File: src/rtl/hangman_pkg.sv
// -----------------------------------------------------------------------------
// hangman_pkg
// Shared definitions for the hangman game-state tracker:
//   - FSM state encoding for guess_tracker
//   - ASCII bounds used to fold a keypress into a letter index
//   - Word size / miss limit constants and the word-length-to-mask helper
// -----------------------------------------------------------------------------
package hangman_pkg;

    localparam int NUM_LETTERS = 10;
    localparam int MAX_MISSES  = 6;
    localparam int MISS_W      = 3;
    localparam int ALPHA_N     = 26;

    localparam logic [7:0] ASCII_LOWER_A = 8'h61;
    localparam logic [7:0] ASCII_LOWER_Z = 8'h7A;
    localparam logic [7:0] ASCII_UPPER_A = 8'h41;
    localparam logic [7:0] ASCII_UPPER_Z = 8'h5A;

    typedef enum logic [2:0] {
        ST_IDLE,
        ST_PLAY,
        ST_EVAL,
        ST_WON,
        ST_LOST
    } state_e;

    // A length of zero or anything beyond the word register means "use every slot".
    function automatic logic [NUM_LETTERS-1:0] len_to_mask(input logic [3:0] len);
        logic [NUM_LETTERS-1:0] m;
        logic                   full;
        m    = '0;
        full = (len == 4'd0) || (32'(len) > NUM_LETTERS);
        for (int i = 0; i < NUM_LETTERS; i++) begin
            if (full || (i < 32'(len))) begin
                m[i] = 1'b1;
            end
        end
        return m;
    endfunction

endpackage

File: src/rtl/guess_tracker_ascii_to_index.sv
// -----------------------------------------------------------------------------
// ascii_to_index
// Folds an ASCII character into an alphabet index, case-insensitive.
//   char_i       in  8  ASCII character
//   is_letter_o  out 1  char_i is 'a'..'z' or 'A'..'Z'
//   idx_o        out 5  0..25 for a letter, 0 otherwise
// Purely combinational.
// -----------------------------------------------------------------------------
module ascii_to_index
    import hangman_pkg::*;
(
    input  logic [7:0] char_i,
    output logic       is_letter_o,
    output logic [4:0] idx_o
);

    always_comb begin
        is_letter_o = 1'b0;
        idx_o       = '0;
        if ((char_i >= ASCII_LOWER_A) && (char_i <= ASCII_LOWER_Z)) begin
            is_letter_o = 1'b1;
            idx_o       = 5'(char_i - ASCII_LOWER_A);
        end else if ((char_i >= ASCII_UPPER_A) && (char_i <= ASCII_UPPER_Z)) begin
            is_letter_o = 1'b1;
            idx_o       = 5'(char_i - ASCII_UPPER_A);
        end
    end

endmodule

File: src/rtl/guess_tracker.sv
// -----------------------------------------------------------------------------
// guess_tracker
// Game-state keeper for hangman. Takes each guess together with its letter
// compare result, accumulates revealed positions, misses and used letters,
// decides win/loss and pulses the draw logic.
//   clock, resetn      clock / asynchronous active-low reset
//   new_game, word_len start a game; word_len sampled here (0 or >10 -> 10)
//   guess_valid        guess present on user_char/letter_found/bitstring_in
//   user_char          ASCII guess
//   letter_found       compare result for user_char
//   bitstring_in       per-position match vector (bit0 = first letter)
//   guess_ready        high only while waiting for a guess
//   revealed_mask      positions revealed so far
//   miss_count         wrong guesses so far (saturates at MAX_MISSES)
//   used_letters       letters already guessed, bit0 = 'a'
//   hit/miss/repeat_pulse  one-cycle result pulses, high during EVAL
//   game_won/game_lost levels held until new_game/reset
// Results are registered on the accept edge, so during EVAL the pulse and the
// updated mask/count/used vector are visible together for the draw logic.
// EVAL then picks the next state from those updated values.
// -----------------------------------------------------------------------------
module guess_tracker
    import hangman_pkg::*;
(
    input  logic                   clock,
    input  logic                   resetn,
    input  logic                   new_game,
    input  logic [3:0]             word_len,
    input  logic                   guess_valid,
    input  logic [7:0]             user_char,
    input  logic                   letter_found,
    input  logic [NUM_LETTERS-1:0] bitstring_in,
    output logic                   guess_ready,
    output logic [NUM_LETTERS-1:0] revealed_mask,
    output logic [MISS_W-1:0]      miss_count,
    output logic [ALPHA_N-1:0]     used_letters,
    output logic                   hit_pulse,
    output logic                   miss_pulse,
    output logic                   repeat_pulse,
    output logic                   game_won,
    output logic                   game_lost
);

    state_e                 state_q, state_d;
    logic [NUM_LETTERS-1:0] active_q, active_d;
    logic [NUM_LETTERS-1:0] revealed_q, revealed_d;
    logic [MISS_W-1:0]      miss_q, miss_d;
    logic [ALPHA_N-1:0]     used_q, used_d;
    logic                   hit_pulse_q, hit_pulse_d;
    logic                   miss_pulse_q, miss_pulse_d;
    logic                   rep_pulse_q, rep_pulse_d;

    logic                   isLetter;
    logic [4:0]             letterIdx;
    logic [NUM_LETTERS-1:0] hitBits;
    logic                   accept;

    ascii_to_index u_ascii (
        .char_i      (user_char),
        .is_letter_o (isLetter),
        .idx_o       (letterIdx)
    );

    // Matches outside the active word length are ignored, so such a guess is a miss.
    assign hitBits = bitstring_in & active_q;
    assign accept  = guess_valid && (state_q == ST_PLAY);

    always_comb begin
        state_d      = state_q;
        active_d     = active_q;
        revealed_d   = revealed_q;
        miss_d       = miss_q;
        used_d       = used_q;
        hit_pulse_d  = 1'b0;
        miss_pulse_d = 1'b0;
        rep_pulse_d  = 1'b0;

        if (new_game) begin
            state_d    = ST_PLAY;
            active_d   = len_to_mask(word_len);
            revealed_d = '0;
            miss_d     = '0;
            used_d     = '0;
        end else begin
            case (state_q)
                ST_PLAY: begin
                    // Non-letters are dropped silently and the tracker keeps waiting.
                    if (accept && isLetter) begin
                        state_d = ST_EVAL;
                        if (used_q[letterIdx]) begin
                            rep_pulse_d = 1'b1;
                        end else begin
                            used_d[letterIdx] = 1'b1;
                            if (letter_found && (|hitBits)) begin
                                revealed_d  = revealed_q | hitBits;
                                hit_pulse_d = 1'b1;
                            end else begin
                                miss_pulse_d = 1'b1;
                                if (miss_q != MISS_W'(MAX_MISSES)) begin
                                    miss_d = miss_q + MISS_W'(1);
                                end
                            end
                        end
                    end
                end
                ST_EVAL: begin
                    if (revealed_q == active_q) begin
                        state_d = ST_WON;
                    end else if (miss_q == MISS_W'(MAX_MISSES)) begin
                        state_d = ST_LOST;
                    end else begin
                        state_d = ST_PLAY;
                    end
                end
                default: begin
                    state_d = state_q;
                end
            endcase
        end
    end

    always_ff @(posedge clock or negedge resetn) begin
        if (!resetn) begin
            state_q      <= ST_IDLE;
            active_q     <= '0;
            revealed_q   <= '0;
            miss_q       <= '0;
            used_q       <= '0;
            hit_pulse_q  <= 1'b0;
            miss_pulse_q <= 1'b0;
            rep_pulse_q  <= 1'b0;
        end else begin
            state_q      <= state_d;
            active_q     <= active_d;
            revealed_q   <= revealed_d;
            miss_q       <= miss_d;
            used_q       <= used_d;
            hit_pulse_q  <= hit_pulse_d;
            miss_pulse_q <= miss_pulse_d;
            rep_pulse_q  <= rep_pulse_d;
        end
    end

    assign guess_ready   = (state_q == ST_PLAY);
    assign game_won      = (state_q == ST_WON);
    assign game_lost     = (state_q == ST_LOST);
    assign revealed_mask = revealed_q;
    assign miss_count    = miss_q;
    assign used_letters  = used_q;
    assign hit_pulse     = hit_pulse_q;
    assign miss_pulse    = miss_pulse_q;
    assign repeat_pulse  = rep_pulse_q;

endmodule

File: config.mk
export PLATFORM = sky130hd
export DESIGN_NAME = guess_tracker
export DESIGN_NICKNAME = d
export VERILOG_FILES = /design/src/rtl/hangman_pkg.sv /design/src/rtl/guess_tracker_ascii_to_index.sv /design/src/rtl/guess_tracker.sv
export SDC_FILE = /design/constraint.sdc
export NUM_CORES = 1
export LEC_CHECK = 0
export CAP_MARGIN = 5
export CORE_MARGIN = 2
export CORE_UTILIZATION = 37
export CTS_CLUSTER_SIZE = 8
export DETAILED_ROUTE_END_ITERATION = 12
export GPL_ROUTABILITY_DRIVEN = 0
export PLACE_DENSITY_LB_ADDON = 0.25
export SLEW_MARGIN = 10
export SYNTH_ARGS = -nofsm -noshare
export SYNTH_HDL_FRONTEND = slang
export SYNTH_SLANG_ARGS = --single-unit
File: constraint.sdc
create_clock -name clock -period 1.8 [get_ports clock]
set_input_delay 0.36 -clock clock [delete_from_list [all_inputs] [get_ports clock]]
set_output_delay 0.36 -clock clock [all_outputs]
set_load 0.05 [all_outputs]
# Word-level counts from Yosys, hierarchy flattened

Cells that the tools add are included.

Bits in registers: 55
Output and inout port bits: 45
Logic and storage cells: 121
Input port bits: 27

Order comparisons: 17
$add $sub $neg: 3
Bitwise logic cells: 3
Reductions and logical operators: 28
Muxes and demuxes: 52
Equality and inequality tests: 10

Operators with widths:

| kind                                                        | number |
|---|---|
| 2-to-1 mux 26 bit                                           | 4 |
| 2-to-1 mux 10 bit                                           | 5 |
| 2-to-1 mux 3 bit                                            | 10 |
| 2-to-1 mux 1 bit                                            | 28 |
| bitwise OR 26 bit                                           | 1 |
| >= comparator 8 x 7 -> 1 bit (second input constant)        | 2 |
| <= comparator 8 x 7 -> 1 bit (second input constant)        | 2 |
| less-than comparator 3 x 4 -> 1 bit (first input constant)  | 4 |
| logical OR 1 bit                                            | 11 |
| AND 10 bit                                                  | 1 |
| == test 10 bit                                              | 1 |
| 2-to-1 mux 5 bit                                            | 2 |
| bitwise OR 10 bit                                           | 1 |
| OR reduction 10 bit                                         | 1 |
| subtractor 5 x 1 -> 5 bit (second input constant)           | 2 |
| less-than comparator 1 x 4 -> 1 bit (first input constant)  | 2 |
| less-than comparator 2 x 4 -> 1 bit (first input constant)  | 2 |
| less-than comparator 4 bit (first input constant)           | 2 |
| nonzero test 2 bit                                          | 4 |
| == test 3 x 2 -> 1 bit (second input constant)              | 2 |
| == test 3 bit (second input constant)                       | 2 |
| logical AND 1 bit                                           | 6 |
| less-than comparator 5 x 6 -> 1 bit (second input constant) | 1 |
| one-hot mux 3 bit (2 select lines)                          | 1 |
| other kinds (15)                                            | 16 |

# Longest topological paths before layout

Gate-level depths: netlist of the first run.

Depth after elaboration: 13
Depth in mapped cells: 13
Gate-level depth less buffers: 9

# Hierarchy

A second synthesis of the first run with hierarchy kept.

Cell total of the unflattened synthesis: 321
Area, all modules: 3022.9 um^2

Modules (own cells, without submodules):

| module         | seq. area each (um^2) | area an instance (um^2) | cells each | times used |
|---|---|---|---|---|
| guess_tracker  | 1376.3                | 2827.7                  | 292        | 1 |
| ascii_to_index | 0.0                   | 195.2                   | 29         | 1 |

# Worst setup path after synthesis of the first run

No wires, ideal clock.

Path type: register to register
Start point: reg state_q[2]
End point: reg used_q[25] (netlist: used_letters[25])
Library setup time: 96 ps
Period minus slack after synthesis: 2831 ps
Stages on the path, launching flop included: 7
Data required time: 1704 ps
Arrival time: 2735 ps
Path buffers: 1
Path slack: -1031 ps
Path through: dfrtp_1 nor3b_1 and2_1 and2_1 clkbuf_1 nand3_1 o31ai_1

Cells in the longest elaborated chain, start to end: 5
Elaborated cells on any way between the ends: 6
Those cells by class: eq/ne: 1; reduce/logical: 5

Ends and longest elaborated chain:

| element                         | RTL line             | RTL |
|---|---|---|
| from (decl)                     | guess_tracker.sv:44  | `state_e state_q, state_d;` |
| from (signal assigned)          | guess_tracker.sv:133 | `state_q <= state_d;` |
| == test 3 x 1 -> 1 bit *        | --                   |  |
| via guess_ready                 | guess_tracker.sv:33  | `output logic guess_ready,` |
| logical AND 1 bit               | guess_tracker.sv:66  | `assign accept = guess_valid && (state_q == ST_PLAY);` |
| logical AND 1 bit               | guess_tracker.sv:88  | `if (accept && isLetter) begin` |
| nonzero test 2 bit (no line)    | --                   |  |
| AND reduction 3 bit (no line) * | --                   |  |
| to (signal assigned)            | guess_tracker.sv:137 | `used_q <= used_d;` |
| to (decl)                       | guess_tracker.sv:48  | `logic [ALPHA_N-1:0] used_q, used_d;` |

Mark *: on every way through the listed nets, which the timed path passes. The rest lies on a longest branch.
A chain may end at the register's enable or synchronous reset.

# Final worst setup path of the first run

Start point: in user_char[0]
End point: reg miss_q[1] (netlist: miss_count[1])

Cells in the longest elaborated chain, start to end: 8
Elaborated cells on any way between the ends: 18
Those cells by class: add/sub: 2; order compare: 4; eq/ne: 1; mux: 6; reduce/logical: 5

Ends and longest elaborated chain:

| element                                                                             | RTL line                           | RTL |
|---|---|---|
| from (decl)                                                                         | guess_tracker.sv:30                | `input logic [7:0] user_char,` |
| >= comparator 8 x 7 -> 1 bit / <= comparator 8 x 7 -> 1 bit (equally long branches) | guess_tracker_ascii_to_index.sv:23 | `end else if ((char_i >= ASCII_UPPER_A) && (char_i <= ASCII_UPPER_Z)) begin` |
| logical AND 1 bit                                                                   | guess_tracker_ascii_to_index.sv:23 |  |
| 2-to-1 mux 5 bit                                                                    | guess_tracker_ascii_to_index.sv:23 |  |
| 2-to-1 mux 5 bit                                                                    | guess_tracker_ascii_to_index.sv:20 | `if ((char_i >= ASCII_LOWER_A) && (char_i <= ASCII_LOWER_Z)) begin` |
| binary-select mux 1 bit (select 5 bit)                                              | guess_tracker.sv:90                | `if (used_q[letterIdx]) begin` |
| 2-to-1 mux 1 bit (not written as such)                                              | guess_tracker.sv:90                |  |
| != test 2 bit (no line)                                                             | --                                 |  |
| AND reduction 5 bit (no line) *                                                     | --                                 |  |
| to (signal assigned)                                                                | guess_tracker.sv:136               | `miss_q <= miss_d;` |
| to (decl)                                                                           | guess_tracker.sv:47                | `logic [MISS_W-1:0] miss_q, miss_d;` |

Every way passes the cells marked *; elsewhere a longest branch is shown, timed or not. The select of a mux whose other input is x is not followed.

==> results of run 1 <==
==> path summary, 6_finish.rpt <==
| path | startpoint | endpoint | cells after the start |
|---|---|---|---|
| setup / recovery | user_char[0] | miss_count[1] | 11 |
| hold / removal | resetn | revealed_mask[4] | 2 |
| setup reg to reg | used_letters[18] | miss_count[1] | 7 |
| hold reg to reg | used_letters[3] | used_letters[3] | 2 |
| max in group asynchronous | resetn | used_letters[22] | 2 |
| min in group clock | new_game | state_q[2] | 2 |
==> timing repair <==
action                                  4_1_cts  5_1_grt
cloned                                        0        1
resized for setup                            50       44
pin swaps                                    13       14
setup buffers                                 6       10
endpoints found under the setup margin       44       43
==> state kept, by name, summed over array words and instances (netlist names) <==
register / count
hit_pulse: 1
miss_pulse: 1
state_q: 3
used_letters: 26
revealed_mask: 10
miss_count: 3
repeat_pulse: 1
active_q: 10
==> through the flow <==
| step | power (mW) | TNS (ns) | hold slack [ns] | std cells |
|---|---|---|---|---|
| 3_5_place_dp | 1.90 | -47.51 | 0.385 | 583 |
| 2_1_floorplan | 1.60 | -27.01 | 0.0644 | 335 |
| 6_report | 2.73 | -15.16 | 0.00751 | 607 |
| 5_1_grt | 2.85 | -17.62 | 0.0295 | 607 |
| 4_1_cts | 2.68 | -15.77 | 0.0188 | 597 |
| 3_3_place_gp | 1.89 | -46.80 | 0.380 | 583 |
==> layout make-up <==
class / instances / area share (%)
Multi-Input combinational cell: 225 / 37.6
Tap cell: 105 / 2.53
Clock buffer: 5 / 1.33
Timing Repair Buffer: 178 / 28.8
Clock inverter: 3 / 0.506
Sequential cell: 55 / 26.5
Inverter: 36 / 2.80
==> logic make-up after synthesis <==
group,after synthesis
AO/OA/AOI/OAI,70
AND/OR/NAND/NOR,122
adder cells (fa/ha/maj),5
XOR/XNOR,15
multiplexers,12
buffers and inverters,56
flip-flops,55
==> metal layers <==
| layer | wire length, µm | track usage [%] |
|---|---|---|
| met4 | 228 | 6.92 |
| met5 | 0 | 0 |
| met1 | 4360 | 28.8 |
| met3 | 358 | 3.52 |
| met2 | 4750 | 31.6 |
==> worst reg2reg max path: cells and delay by family, from the launching register on <==
family | cells | cell delay [ns]
mux | 2 | 0.56
flops | 1 | 0.40
simple gates | 3 | 0.42
compound gates | 2 | 0.52
==> synth_stat cells (6+ instances only) <==
cell type | n | area share (%)
a31oi_1 | 7 | 1.4
clkbuf_1 | 13 | 1.5
nor3_1 | 7 | 1.1
o22ai_1 | 28 | 5.6
nor2_1 | 31 | 3.7
inv_1 | 36 | 4.3
nor2b_1 | 6 | 1.2
nand2_1 | 19 | 2.3
nand3_1 | 8 | 1.3
a21oi_1 | 11 | 1.7
xnor2_1 | 12 | 3.3
dfrtp_1 | 55 | 44
==> power by group through the flow <==
stage	clock network (mW)	logic, mW	registers, mW
2_1_floorplan	0	0.268	1.33
3_3_place_gp	0	0.584	1.31
3_5_place_dp	0	0.591	1.31
4_1_cts	0.759	0.634	1.28
5_1_grt	0.809	0.748	1.29
6_report	0.747	0.696	1.29
==> run metrics, run 1 <==
outcome complete, but fails checks; failing checks setup timing; sequential share of power between 40% and 50%; post-DR wirelength/cell 16.0 µm; CP peak stage delay ~0.53 ns; Fin Clk Skew about 0.021 ns; kind of critical path primary input to register; cells along the critical path buf_12, inv_8, ha_4, nor3b_4, buf_6, mux2i_1, or4_4, o32a_1, nand4_4, and3_4, mux2_4; Total GRT Usage roughly a fifth; DRT Pass-1 Iters 4; port bufs 71; endpoints failing hold 0; # hold bufs at CTS 0; WP data arrival around 2.5 ns; Synth Area in Compound Gates between 10% and 20%; Synthesized Nets approximately 370; Initial Util between 30% and 40%; startpoint types primary input; Area Overhead vs Synth 64.5%; crit path buf inv count 3; Crit path max-delay family simple AND/OR/NAND/NOR gates; Post-Synthesis Cells roughly 340; Die Y a little under 100 µm; fin worst setup slack -0.440 ns; Max Cap Violations 0; Clock Power Share 27.4%; depth of the CTS H-tree 2; final WL 9690 µm; warnings from Yosys 0; clk slew on worst S/H paths 0.12 ns; gr ovfl total 0; RSZ-0062 raised after global routing yes; Skew-Pair Late Insertion Delay between 0.3 and 0.4 ns; Peak VDD IR 0.291 mV; Yosys cell types 59; post-synthesis xor/xnor area fraction 4.16%; clk sink count 55; max frequency roughly 450 MHz; DR iter-0 viols around 150; clk root buf clkbuf_8; initial antenna violation count 0; DR vias/cell between 5 and 6; commonest non-fill, non-tap cell in the layout buf_4; vias in the first global route around 3k; ANT nets after route 0; Slew Limit Headroom 73.0%; Die Area a little over 9000 µm²; Final Cell Area a little over 5000 µm²; Combinational Power Share ~26%; share of cells above drive strength 1 about 48%; commonest cells after routing, fill and taps aside buf_4 (137), dfrtp_1 (55), inv_1 (34); PD cells ~530 nW/µm²; worst hold path type primary input to async pin; first-pass GRT wire length around 15000 µm; Synth Register Bits between 50 and 60; vias about 3.1k; fill cell count between 600 and 700; largest net degree at the start of global routing 56; Worst R2R Setup Slack -0.19 ns; crit share post-route 124%; EDFF count, synth 0; Die W roughly 96 µm; Most used DFF post-synth dfrtp_1; largest family of logic cells by synthesized area simple AND/OR/NAND/NOR gates; Layout Nets 533; Worst-Margin Slew ~0.40 ns; IO Pins 72; sequential-to-total area share from yosys stat ~44%; Leak Pwr around 2.3 nW; Critical-path top delay cell or4_4; CP Max Fanout 5; CTS tree done; Post-synth ARST share 100%; post-synthesis mux area share around 5.6%; worst path required time a little over 2 ns; drt drc 0; syn_area_per_cell ~9.4 µm²; Final Max Slew Viols 0; register area between 1000 and 1500 µm²; Internal around 1.9 mW; Setup WS pre-CTS -1.20 ns; # setup viols final 42; Tmin final approximately 2.2 ns; ANT cells 0; Sw Ratio between 30% and 40%; footprint of the multi-input gates between 1500 and 2000 µm²; core area between 8000 and 9000 µm²; sw power 837 µW; Post-DP Area between 4000 and 5000 µm²; Synth Area in Simple Gates between 20% and 30%; synthesized-area fraction occupied by adder cells under 10%; Mapped Area ~3200 µm²; post-layout util between 60 and 70%; CP endpoint kind register; Rows 33; number of buffers created by CTS 5; CTS Buffer Depth 2; dpl hpwl around 6700 µm
Power figures use the tool's default switching activity.
==> run 2: changes to the inputs <==
CORE_UTILIZATION = 54   (was 37)
clock period = 2.83 ns   (was 1.8 ns; I/O delays follow)
==> run 2 against run 1 <==
Net effect:
- the flow now finishes without violations
- worst setup slack better by 0.59 ns
- clock power down 42%
- final area down 16%
- die area down 30%
- power down 42%
- hold slack better by 0.24 ns
- via count down 5.8%
- sequential share of layout area up 5.1 points
- sequential power down 36%
- largest cell class unchanged
==> run metrics, run 2 (synthesized netlist as in run 1, its figures left out) <==
ANT nets after route 0 (unchanged); first-pass GRT wire length 13800 µm (-5.2%); initial antenna violation count 0 (unchanged); Slew Limit Headroom 43.9% (-29 points); gr ovfl total 0 (unchanged); worst path required time 3.03 ns (+1.00 ns); commonest non-fill, non-tap cell in the layout clkdlybuf4s50_1; endpoints failing hold 0 (unchanged); vias in the first global route 2927 (-2.2%); final WL 8570 µm (-12%); number of buffers created by CTS 5 (unchanged); Max Cap Violations 0 (unchanged); CP Launch Point user_char[2]; port bufs 71 (unchanged); dpl hpwl 6260 µm (-5.9%); share of cells above drive strength 1 19.1% (-29 points); Peak VDD IR 0.269 mV (-7.5%); outcome finished clean; Area Overhead vs Synth 37.9%; setup tns final 0 ns (+15.16 ns); kind of critical path primary input to register; Total GRT Usage 27.9% (+7.5 points); Rows 27 (-18%); ANT cells 0 (unchanged); clk sink count 55 (unchanged); fin worst setup slack 0.147 ns (+0.586 ns); drt drc 0 (unchanged); clk root buf clkbuf_8; PD cells 364 nW/µm² (-31%); CP Max Fanout 6 (+1); vias 2967 (-5.8%); max frequency 373 MHz; Critical-path top delay cell clkdlybuf4s50_1; worst hold path type primary input to async pin; depth of the CTS H-tree 2 (unchanged); Initial Util 56.6% (+18 points); Skew-Pair Late Insertion Delay 0.31 ns (-0.02 ns); Fin Clk Skew 0.0103 ns (-0.0110 ns); max reg flops 26 (unchanged); DRT Pass-1 Iters 7 (+3); CP peak stage delay 0.54 ns (about the same); Leak Pwr 1.79 nW (-22%); crit path buf inv count 1 (-2); Total Power 1.59 mW (-42%); # hold bufs at CTS 0 (unchanged); fill cell count 370 (-46%); origin of the critical flop-to-flop path used_letters[16]; DR vias/cell 5.79 (+12%); RSZ-0062 raised after global routing no; startpoint types primary input; Post-CTS Setup Inserts 0 (-6); Crit path max-delay family simple AND/OR/NAND/NOR gates; DR iter-0 viols 232 (+60%); Tmin final approximately 2.7 ns; IO Pins 72 (unchanged); core area 5570 µm² (-32%); CTS tree done; Die W 80.4 µm (-17%); hold slack final 0.252 ns (+0.244 ns); CTS Buffer Depth 2 (unchanged); Worst-Margin Slew 0.834 ns (+0.432 ns); Die Y 80.4 µm (-17%); crit share post-route between 90% and 100%; post-DR wirelength/cell 16.7 µm (+4.8%); Layout Nets 471 (-12%); clk slew on worst S/H paths 0.10 ns (-0.02 ns); cells along the critical path clkdlybuf4s50_1, nor3b_4, mux2i_1, or4_4, o32a_1, nand4_2, and3_4, mux2_2; commonest cells after routing, fill and taps aside clkdlybuf4s50_1 (66), dfrtp_1 (55), buf_4 (45); Final Max Slew Viols 0 (unchanged); # setup viols final 0 (-100%); largest net degree at the start of global routing 31 (-45%); CP endpoint kind register; Setup WS pre-CTS -0.517 ns (+0.686 ns); post-layout util 78.1% (+15 points); Die Area 6470 µm² (-30%); WP data arrival 2.88 ns (+0.41 ns)
run 2: final timing paths:
kind / end / slack, ns / cells past startpoint
worst max-delay path: miss_count[1] / 0.15 / 8
worst min-delay path: revealed_mask[1] / 0.25 / 1
worst max register to register: miss_count[1] / 0.67 / 7
worst min register to register: active_q[0] / 0.55 / 1
max in group asynchronous: used_letters[1] / 1.99 / 2
min in group clock: active_q[0] / 0.55 / 1
run 2: per-layer routing:
metal  global-route usage (%)  routed length [µm]
met1                     37.5                3710
met2                     45.8                4140
met3                     5.17                 581
met4                     8.98                 136
met5                        0                   0
run 2: what timing repair did:
item | CTS | global route
gates resized for setup | 7 | 1
hold endpoints to repair | 0 | 0
endpoints found under the setup margin | 37 | 7
run 2: report_power, final:
group | internal, mW | switching (mW)
Combinational | 0.149 | 0.182
Clock | 0.175 | 0.261
Sequential | 0.803 | 0.0175
Total | 1.13 | 0.460
run 2: stage by stage:
| step | cell area (µm²) | instances |
|---|---|---|
| floorplan | 3210 | 335 |
| global placement | 4250 | 504 |
| detailed placement | 4250 | 504 |
| CTS | 4350 | 512 |
| global route | 4350 | 512 |
| finish | 4350 | 512 |
run 2: area by class of cell:
| class | instances | area (µm²) | area share [%] |
|---|---|---|---|
| Clock inverter | 3 | 18.8 | 0.431 |
| Timing Repair Buffer | 117 | 1060 | 24.3 |
| Sequential cell | 55 | 1380 | 31.6 |
| Clock buffer | 5 | 68.8 | 1.58 |
| Tap cell | 72 | 90.1 | 2.07 |
| Multi-Input combinational cell | 224 | 1600 | 36.8 |
| Inverter | 36 | 138 | 3.16 |
